[src/rtl/hdmi_timing_ctrl_pkg.sv]
// Shared raster types and timing helpers for the HDMI timing controller.
package hdmi_timing_ctrl_pkg;

  localparam int unsigned CNT_W = 12;

  typedef enum logic [1:0] {
    IDLE,
    PRIME,
    RUN,
    STOP
  } state_t;

  function automatic logic [CNT_W-1:0] tm_total(input int unsigned active, input int unsigned fp,
                                                input int unsigned sync, input int unsigned bp);
    return CNT_W'(active + fp + sync + bp);
  endfunction

  function automatic logic [CNT_W-1:0] tm_sync_start(input int unsigned active, input int unsigned fp);
    return CNT_W'(active + fp);
  endfunction

  function automatic logic [CNT_W-1:0] tm_sync_end(input int unsigned active, input int unsigned fp,
                                                   input int unsigned sync);
    return CNT_W'(active + fp + sync);
  endfunction

endpackage

[src/rtl/hdmi_raster_cnt.sv]
// Horizontal/vertical raster counters with active and sync-window decode.
module hdmi_raster_cnt
  import hdmi_timing_ctrl_pkg::*;
#(
  parameter int unsigned H_ACTIVE = 1280,
  parameter int unsigned H_FP     = 110,
  parameter int unsigned H_SYNC   = 40,
  parameter int unsigned H_BP     = 220,
  parameter int unsigned V_ACTIVE = 720,
  parameter int unsigned V_FP     = 5,
  parameter int unsigned V_SYNC   = 5,
  parameter int unsigned V_BP     = 20
) (
  input  logic             pclk,
  input  logic             reset,
  input  logic             clear,
  input  logic             en,
  output logic [CNT_W-1:0] h_cnt,
  output logic [CNT_W-1:0] v_cnt,
  output logic             active,
  output logic             hsync_act,
  output logic             vsync_act,
  output logic             h_last,
  output logic             v_last
);

  localparam logic [CNT_W-1:0] H_LAST   = tm_total(H_ACTIVE, H_FP, H_SYNC, H_BP) - 1'b1;
  localparam logic [CNT_W-1:0] V_LAST   = tm_total(V_ACTIVE, V_FP, V_SYNC, V_BP) - 1'b1;
  localparam logic [CNT_W-1:0] H_ACT    = CNT_W'(H_ACTIVE);
  localparam logic [CNT_W-1:0] V_ACT    = CNT_W'(V_ACTIVE);
  localparam logic [CNT_W-1:0] HS_START = tm_sync_start(H_ACTIVE, H_FP);
  localparam logic [CNT_W-1:0] HS_END   = tm_sync_end(H_ACTIVE, H_FP, H_SYNC);
  localparam logic [CNT_W-1:0] VS_START = tm_sync_start(V_ACTIVE, V_FP);
  localparam logic [CNT_W-1:0] VS_END   = tm_sync_end(V_ACTIVE, V_FP, V_SYNC);

  assign h_last = (h_cnt == H_LAST);
  assign v_last = (v_cnt == V_LAST);

  always_ff @(posedge pclk) begin
    if (reset || clear) begin
      h_cnt <= '0;
      v_cnt <= '0;
    end else if (en) begin
      if (h_last) begin
        h_cnt <= '0;
        v_cnt <= v_last ? '0 : v_cnt + 1'b1;
      end else begin
        h_cnt <= h_cnt + 1'b1;
      end
    end
  end

  assign active    = (h_cnt < H_ACT) && (v_cnt < V_ACT);
  assign hsync_act = (h_cnt >= HS_START) && (h_cnt < HS_END);
  assign vsync_act = (v_cnt >= VS_START) && (v_cnt < VS_END);

endmodule

[src/rtl/hdmi_timing_ctrl.sv]
// Video timing controller: raster FSM, FIFO read scheduling, underrun fill
// and a 2-stage registered output pipeline towards the DVI/HDMI transmitter.
module hdmi_timing_ctrl
  import hdmi_timing_ctrl_pkg::*;
#(
  parameter int unsigned H_ACTIVE   = 1280,
  parameter int unsigned H_FP       = 110,
  parameter int unsigned H_SYNC     = 40,
  parameter int unsigned H_BP       = 220,
  parameter int unsigned V_ACTIVE   = 720,
  parameter int unsigned V_FP       = 5,
  parameter int unsigned V_SYNC     = 5,
  parameter int unsigned V_BP       = 20,
  parameter logic        HS_POL     = 1'b1,
  parameter logic        VS_POL     = 1'b1,
  parameter logic [23:0] FILL_COLOR = 24'h000000
) (
  input  logic        pclk,
  input  logic        reset,
  input  logic        video_en,
  output logic        frame_req,
  input  logic        pix_ready,
  input  logic        pix_empty,
  output logic        pix_rd_en,
  input  logic [23:0] pix_data,
  output logic        video_hsync,
  output logic        video_vsync,
  output logic        video_de,
  output logic [23:0] video_din,
  output logic        busy,
  output logic        underflow,
  output logic [15:0] underflow_cnt
);

  localparam logic [CNT_W-1:0] V_ACT = CNT_W'(V_ACTIVE);

  state_t           state;
  logic [CNT_W-1:0] h_cnt;
  logic [CNT_W-1:0] v_cnt;
  logic             active;
  logic             hsync_act;
  logic             vsync_act;
  logic             h_last;
  logic             v_last;
  logic             running;
  logic             de0;
  logic             under0;
  logic             de1;
  logic             hs1;
  logic             vs1;
  logic             under1;

  assign running = (state == RUN) || (state == STOP);
  assign busy    = (state != IDLE);

  hdmi_raster_cnt #(
    .H_ACTIVE (H_ACTIVE),
    .H_FP     (H_FP),
    .H_SYNC   (H_SYNC),
    .H_BP     (H_BP),
    .V_ACTIVE (V_ACTIVE),
    .V_FP     (V_FP),
    .V_SYNC   (V_SYNC),
    .V_BP     (V_BP)
  ) u_raster (
    .pclk      (pclk),
    .reset     (reset),
    .clear     (!running),
    .en        (running),
    .h_cnt     (h_cnt),
    .v_cnt     (v_cnt),
    .active    (active),
    .hsync_act (hsync_act),
    .vsync_act (vsync_act),
    .h_last    (h_last),
    .v_last    (v_last)
  );

  // Stage 0: read strobe is issued combinationally so data lands in stage 1.
  assign de0       = running && active;
  assign under0    = de0 && pix_empty;
  assign pix_rd_en = de0 && !pix_empty;

  always_ff @(posedge pclk) begin
    if (reset) begin
      state     <= IDLE;
      frame_req <= 1'b0;
    end else begin
      frame_req <= 1'b0;
      case (state)
        IDLE: begin
          if (video_en) begin
            state     <= PRIME;
            frame_req <= 1'b1;
          end
        end
        PRIME: begin
          if (!video_en)
            state <= IDLE;
          else if (pix_ready)
            state <= RUN;
        end
        RUN: begin
          if ((h_cnt == '0) && (v_cnt == V_ACT)) begin
            if (video_en)
              frame_req <= 1'b1;
            else
              state <= STOP;
          end
        end
        STOP: begin
          if (h_last && v_last)
            state <= IDLE;
        end
        default: state <= IDLE;
      endcase
    end
  end

  always_ff @(posedge pclk) begin
    if (reset) begin
      de1           <= 1'b0;
      hs1           <= 1'b0;
      vs1           <= 1'b0;
      under1        <= 1'b0;
      video_de      <= 1'b0;
      video_hsync   <= !HS_POL;
      video_vsync   <= !VS_POL;
      video_din     <= '0;
      underflow     <= 1'b0;
      underflow_cnt <= '0;
    end else begin
      de1         <= de0;
      hs1         <= running && hsync_act;
      vs1         <= running && vsync_act;
      under1      <= under0;
      video_de    <= de1;
      video_hsync <= hs1 ? HS_POL : !HS_POL;
      video_vsync <= vs1 ? VS_POL : !VS_POL;
      video_din   <= de1 ? (under1 ? FILL_COLOR : pix_data) : '0;
      if (under1) begin
        underflow <= 1'b1;
        if (underflow_cnt != '1)
          underflow_cnt <= underflow_cnt + 1'b1;
      end
    end
  end

endmodule

[config.mk]
export PLATFORM = sky130hd
export DESIGN_NAME = hdmi_timing_ctrl
export DESIGN_NICKNAME = d
export VERILOG_FILES = /design/src/rtl/hdmi_timing_ctrl_pkg.sv /design/src/rtl/hdmi_raster_cnt.sv /design/src/rtl/hdmi_timing_ctrl.sv
export SDC_FILE = /design/constraint.sdc
export NUM_CORES = 1
export LEC_CHECK = 0
export CORE_MARGIN = 5
export CORE_UTILIZATION = 40
export CTS_CLUSTER_SIZE = 40
export DETAILED_ROUTE_END_ITERATION = 10
export GPL_ROUTABILITY_DRIVEN = 0
export GPL_TIMING_DRIVEN = 1
export HOLD_SLACK_MARGIN = 0.15
export MAX_ROUTING_LAYER = met4
export PLACE_DENSITY = 0.65
export SETUP_SLACK_MARGIN = 0.3
export SKIP_CTS_REPAIR_TIMING = 1
export SLEW_MARGIN = 10
export SYNTH_ARGS = -nofsm -noshare
export SYNTH_HDL_FRONTEND = slang
export SYNTH_SLANG_ARGS = --single-unit
[constraint.sdc]
create_clock -name pclk -period 2.6 [get_ports pclk]
set_input_delay 0.26 -clock pclk [delete_from_list [all_inputs] [get_ports pclk]]
set_output_delay 0.26 -clock pclk [all_outputs]
set_load 0.02 [all_outputs]
==> results by group, run 1 <==
Detailed routing
  – TritonRoute pass-1 iters: 4
  – WL/cell: 13.8 um
  – Via count: approximately 2800
  – Vias per Instance: 5.25
  – Antenna Nets Post-Route: 0
  – # DRC: 0
  – DR iter-0 viols: between 70 and 80
  – Post-Route WL: 7.45 mm

Final layout
  – Seq. cell area: between 1500 and 2000 um^2
  – Fin nets: ~470
  – Diodes inserted: 0
  – Multi-input gate area: 1630 um^2
  – Final cell count without fillers: between 500 and 600
  – Fillcell total: about 730
  – Share of layout cells above drive strength 1: 8.94%
  – Layout area overhead: 33.3%

Global routing
  – Initial antenna violation count: 0
  – Vias in the first global route: about 2600
  – Largest net degree at the start of global routing: 25
  – First-pass GRT wire length: 12.0 mm
  – Overflow after GRT: 0
  – Total GRT Usage: 15.2%

Synthesis
  – FFs w/ async S/R, synth: 0%
  – Yosys top cell by area: dfxtp_1
  – Synth Instances: roughly 350
  – Synth cell types: 53
  – Top cells by area, synth: dfxtp_1, and2_1, a21oi_1
  – Post-synth net total: 391
  – #FFs+latches synth: between 70 and 80
  – Syn Std Cell Area: between 3000 and 4000 um^2
  – Yosys Warn Count: 0
  – Sequential fraction of the synthesis area: between 40 and 50%
  – Top cell type's share of synthesized area: 46.3%
  – Prevailing post-synth register cell: dfxtp_1
  – Post-synth EDFFs: 0
  – Syn Area/Cell: 9.15 um^2

Clocking
  – H-tree depth: 3
  – CTS tree: yes
  – CTS Buf Count: 9
  – Skew-Pair Late Insertion Delay: 0.34 ns
  – CTS Root Cell: clkbuf_8
  – CTS sink cnt: 75
  – Clock tree buffer depth: 2
  – Clock transition at path regs: 0.08 ns

Setup path
  – Crit path from: u_raster.h_cnt[2]$_SDFFE_PP0N_
  – CP max-delay cell: or4_2
  – CP Class: flop to flop
  – Critical R2R Launch: u_raster.h_cnt[2]$_SDFFE_PP0N_
  – Levels on crit path: 4
  – R2R depth: 4
  – CP peak stage delay: about 0.79 ns
  – RR Endpoint: u_raster.v_cnt[5]$_SDFFE_PP0P_
  – Data required, critical path: 2.82 ns
  – Critical path fanouts, max: 10
  – Data arrival, critical path: around 2.4 ns
  – Worst reg-to-reg setup slack: approximately 0.45 ns
  – End point of the critical path: u_raster.v_cnt[5]$_SDFFE_PP0P_
  – Largest delay share family, worst path: simple AND/OR/NAND/NOR gates
  – CP cell instances: or3_4, or4_2, o21ai_4, a21oi_1
  – Worst setup EP type: flop
  – Worst path bufs/invs: 0
  – Startpoint type of the worst setup path: flop

Timing
  – Setup violations, final: 0
  – RSZ-0062 raised after global routing: no
  – FMAX: around 470 MHz
  – Final Hold Fails: 0
  – Setup TNS: 0 ns
  – Relative slew margins: 53.9%
  – WHS: 0.442 ns
  – Worst-margin pin slew: between 0.6 and 0.7 ns
  – Max Slew Vio Count: 0
  – Min Tclk post-route: 2.15 ns
  – Clock Skew: ~0.006 ns
  – Final Cycle Share: between 80 and 90%

Job
  – Max-Cap Viols: 0

Power and ir drop
  – Worst VDD drop: 0.259 mV
  – Power density over the cells: 539 nW/um^2
  – Lkg Pwr: 1.42 nW
  – Total chip power: 2.33 mW

Place
  – DP Cell Count: 522
  – Post-DP HPWL: about 5.5 mm
  – Number of port buffers: 75

Hold path
  – Hold crit path type: flop to flop
  – Min-Delay Startpoint: vs1$_SDFF_PP0_

Floorplanning
  – Die width: about 100 um
  – I/O pin count: between 70 and 80
  – Die ar.: roughly 10000 um^2
  – Die Y: 100 um
  – Core Footprint: 7810 um^2
  – Starting density of the core: 41.5%
  – Row count: 32

Status
  – Run status: finished, final reports clean
-- routing by layer --
metal	part of all wire, %	GRT usage [%]
met3	6.1	4.03
met1	45	18.4
met2	48	24.8
met4	0.89	4.87
met5	0	-
-- report_power, final --
part           internal, mW  leakage [nW]  switching (mW)
sequential             1.16         0.605          0.0149
clock                 0.547         0.110           0.448
combinational        0.0854         0.708          0.0669
-- flip-flops by register name, summed over array words and instances (netlist names), 12 cells and up, named ones only --
register,cells
video_din,24
u_raster.h_cnt,12
u_raster.v_cnt,12
underflow_cnt,16
-- stage by stage --
stage	cell area [um^2]	worst slack (ns)	util (%)
after CTS	4300	0.135	55.1
after global routing	4320	0.333	55.3
after global placement	4080	0.425	52.2
final	4320	0.452	55.3
after detailed placement	4080	0.387	52.2
after floorplan	3240	0.517	-
-- how the worst min path moves through the flow --
| stage | end | slack [ns] | cells after the start |
|---|---|---|---|
| floorplan | video_de$_SDFF_PP0_ | 0.34 | 1 |
| global placement | video_vsync$_SDFF_PP0_ | 0.42 | 1 |
| detailed placement | video_vsync$_SDFF_PP0_ | 0.43 | 1 |
| CTS | video_vsync$_SDFF_PP0_ | 0.45 | 1 |
| global route | video_din[3]$_SDFF_PP0_ | 0.45 | 2 |
| finish | video_vsync$_SDFF_PP0_ | 0.44 | 1 |
-- cells in the final DEF, fill, tap and decap left out, types with 2 or more instances in the layout --
cell type	instances
clkbuf_8	9
or2_2	2
nand2_1	18
dfxtp_1	75
clkdlybuf4s50_1	74
inv_1	9
bufinv_16	2
o31ai_1	10
o211ai_1	2
a21oi_1	27
o21ai_0	10
and4_1	3
and3_1	2
a31oi_1	3
nor4_1	3
nand2b_1	5
nand3_1	17
or4_4	2
a41o_1	2
xor2_1	4
mux2_2	3
o41ai_1	2
or3_1	9
nor2b_1	10
ha_1	8
nor2_1	23
xnor2_1	5
nand3b_1	3
nand4b_1	3
or4_1	13
nor3_1	8
inv_6	2
and2_1	25
buf_4	7
nand4_1	14
-- cells in the mapped netlist (all sizes together) (2+ instances only) --
| cell type | number |
|---|---|
| and4 | 4 |
| nand4b | 3 |
| and3 | 2 |
| xor2 | 4 |
| nand2 | 19 |
| dfxtp | 75 |
| xnor2 | 5 |
| o211ai | 2 |
| nor2 | 23 |
| nand4 | 14 |
| mux2 | 3 |
| and2 | 25 |
| o21ai | 11 |
| or3 | 11 |
| nand2b | 5 |
| or4 | 16 |
| clkbuf | 10 |
| nand3 | 17 |
| a31oi | 3 |
| ha | 8 |
| nor3 | 8 |
| a21oi | 28 |
| nor2b | 11 |
| o31ai | 10 |
| inv | 9 |
| or2 | 2 |
| nand3b | 3 |
| nor4 | 4 |
| a41o | 2 |
| buf | 6 |
| o41ai | 2 |
-- final cells by class --
cell class	instances	share of cell area [%]
clock inverters	7	2.29
inverters	9	0.782
clock buffers	9	2.87
repair buffers	82	18.7
multi-input cells	254	37.7
well taps	102	2.95
flip-flops and latches	75	34.8
-- cell families (layout without fill, tap and decap cells) --
family | count (synthesis) | after routing | synth area share (%)
simple gates | 172 | 172 | 31.4
xor+xnor | 9 | 9 | 2.43
flops | 75 | 75 | 46.3
buf+inv | 25 | 107 | 3.90
mux | 4 | 4 | 1.35
fa+ha+maj | 8 | 8 | 3.09
compound gates | 61 | 61 | 11.5
Power figures use the tool's default switching activity.
==> run 2: changes to the inputs <==
==> constraint.sdc (replaced) <==
create_clock -name pclk -period 2.1 [get_ports pclk]
set_input_delay 0.21 -clock pclk [delete_from_list [all_inputs] [get_ports pclk]]
set_output_delay 0.21 -clock pclk [all_outputs]
set_load 0.02 [all_outputs]
==> run 2 against run 1 <==
Net effect:
- maximum frequency up 11%
- routed wire length up 14%
- sequential power up 24%
- worst hold slack worse by 0.026 ns
- first-iteration DRC count up 30%
- global-route usage up 1.0 points
- die area unchanged
- clock power up 7%
- cell count up 4.6%
==> results by group, run 2 (synthesis gave the netlist of run 1 again) <==
Setup path
  – Data arrival, critical path: ~2.2 ns
  – Startpoint type of the worst setup path: flop
  – Worst setup EP type: flop
  – Data required, critical path: 2.33 ns
  – CP max-delay cell: or4_4
  – Crit path from: u_raster.h_cnt[3]$_SDFFE_PP0N_
  – Largest delay share family, worst path: simple AND/OR/NAND/NOR gates
  – Critical path fanouts, max: 7
  – CP cell instances: or3_4, buf_6, or4_4, o21ai_4, a21oi_1
  – Critical R2R Launch: u_raster.h_cnt[3]$_SDFFE_PP0N_
  – CP Class: flop to flop
  – Worst path bufs/invs: 1
  – CP peak stage delay: ~0.61 ns

Global routing
  – Largest net degree at the start of global routing: 29
  – Vias in the first global route: 2705
  – Total GRT Usage: 16.3%
  – Overflow after GRT: 0
  – Initial antenna violation count: 0
  – First-pass GRT wire length: between 10 and 15 mm

Timing
  – Final Hold Fails: 0
  – RSZ-0062 raised after global routing: yes
  – Final Cycle Share: between 90% and 100%
  – Relative slew margins: 59.1%
  – Clock Skew: roughly 0.011 ns
  – Min Tclk post-route: 1.93 ns
  – Setup violations, final: 0
  – FMAX: around 520 MHz
  – Setup TNS: 0 ns
  – Worst-margin pin slew: 0.611 ns
  – Max Slew Vio Count: 0

Floorplanning
  – Starting density of the core: slightly above 40%
  – Row count: 32
  – I/O pin count: 76
  – Die Y: 100 um
  – Core Footprint: 7810 um^2
  – Die ar.: 10000 um^2
  – Die width: 100 um

Final layout
  – Fin nets: 493
  – Reg with most FFs: video_din
  – Finished Core Util: 59.3%
  – Share of layout cells above drive strength 1: around a fifth
  – Multi-input gate area: 1770 um^2
  – Fillcell total: 695
  – Most frequent cells in the layout: clkdlybuf4s50_1, dfxtp_1, buf_4
  – Diodes inserted: 0
  – Commonest non-fill, non-tap cell in the layout: clkdlybuf4s50_1
  – Largest regs: video_din (24), underflow_cnt (16)
  – Layout area overhead: 42.9%
  – Number of flip-flops in the largest register: 24
  – Seq. cell area: 1520 um^2

Place
  – Number of port buffers: 75
  – Post-DP HPWL: 5.94 mm

Detailed routing
  – # DRC: 0
  – Post-Route WL: between 8 and 9 mm
  – Vias per Instance: 5.34
  – Via count: 3008
  – Antenna Nets Post-Route: 0
  – WL/cell: 15.0 um
  – TritonRoute pass-1 iters: 5
  – DR iter-0 viols: 103

Power and ir drop
  – Worst VDD drop: 0.414 mV
  – Power density over the cells: around 590 nW/um^2
  – Lkg Pwr: 1.57 nW

Clocking
  – CTS sink cnt: 75
  – Skew-Pair Late Insertion Delay: 0.35 ns
  – CTS Root Cell: clkbuf_8
  – CTS tree: yes
  – Clock tree buffer depth: 2
  – Clock transition at path regs: 0.09 ns
  – CTS Buf Count: 9
  – H-tree depth: 3

Job
  – Max-Cap Viols: 0

Status
  – Run status: finished, final reports clean

Hold path
  – Hold crit path type: input port to flop
  – Min-Delay Startpoint: pix_data[1]
## run 2: cell count changes in the layout (fill, tap and decap cells not counted), moves of 2 or more
cell,previous run,this run
or3_4,1,3
bufinv_16,2,0
buf_4,7,28
nor4_1,3,1
dfxtp_4,0,3
ha_1,8,6
or4_4,2,5
dfxtp_1,75,65
inv_8,0,2
nor4_4,0,2
dfxtp_2,0,7
a21oi_2,1,5
a21oi_1,27,23
## run 2: per-stage QoR
stage | std cells | hold slack [ns] | instance area [um^2] | setup slack, ns | total power [mW]
2_1_floorplan | 354 | 0.289 | 3270 | 0.139 | 1.57
6_report | 563 | 0.416 | 4630 | 0.173 | 2.73
4_1_cts | 553 | 0.394 | 4420 | -0.377 | 2.77
3_5_place_dp | 537 | 0.423 | 4230 | 0.0432 | 1.70
5_1_grt | 563 | 0.392 | 4630 | 0.0867 | 2.86
3_3_place_gp | 537 | 0.427 | 4230 | 0.0357 | 1.70
## run 2: where the power goes
part,switching [mW],total [mW],internal [mW]
sequential,0.0163,1.46,1.44
combinational,0.0968,0.213,0.117
clock,0.600,1.06,0.460
total,0.713,2.73,2.02
## run 2: routing by layer
layer | routed length [um] | GRT usage (%) | share of wire (%)
met1 | 3620 | 19.8 | 43
met2 | 4210 | 26.0 | 50
met3 | 537 | 4.03 | 6.3
met4 | 97 | 6.42 | 1.1
met5 | 0 | - | 0
## run 2: layout make-up
type	instances	area share [%]
sequential	75	32.9
inverter	9	0.730
clock inverter	7	1.41
multi-input combinational	256	38.2
tap	102	2.76
timing repair buffer	105	21.4
clock buffer	9	2.68
## run 2: path summary, 6_finish.rpt
path                                                        to  slack, ns  cells after the start
worst max-delay path            u_raster.v_cnt[2]$_SDFFE_PP0P_       0.17                      5
worst min-delay path                   video_din[1]$_SDFF_PP0_       0.42                      2
worst min register to register          video_vsync$_SDFF_PP0_       0.45                      1
worst max register to register  u_raster.v_cnt[2]$_SDFFE_PP0P_       0.17                      5
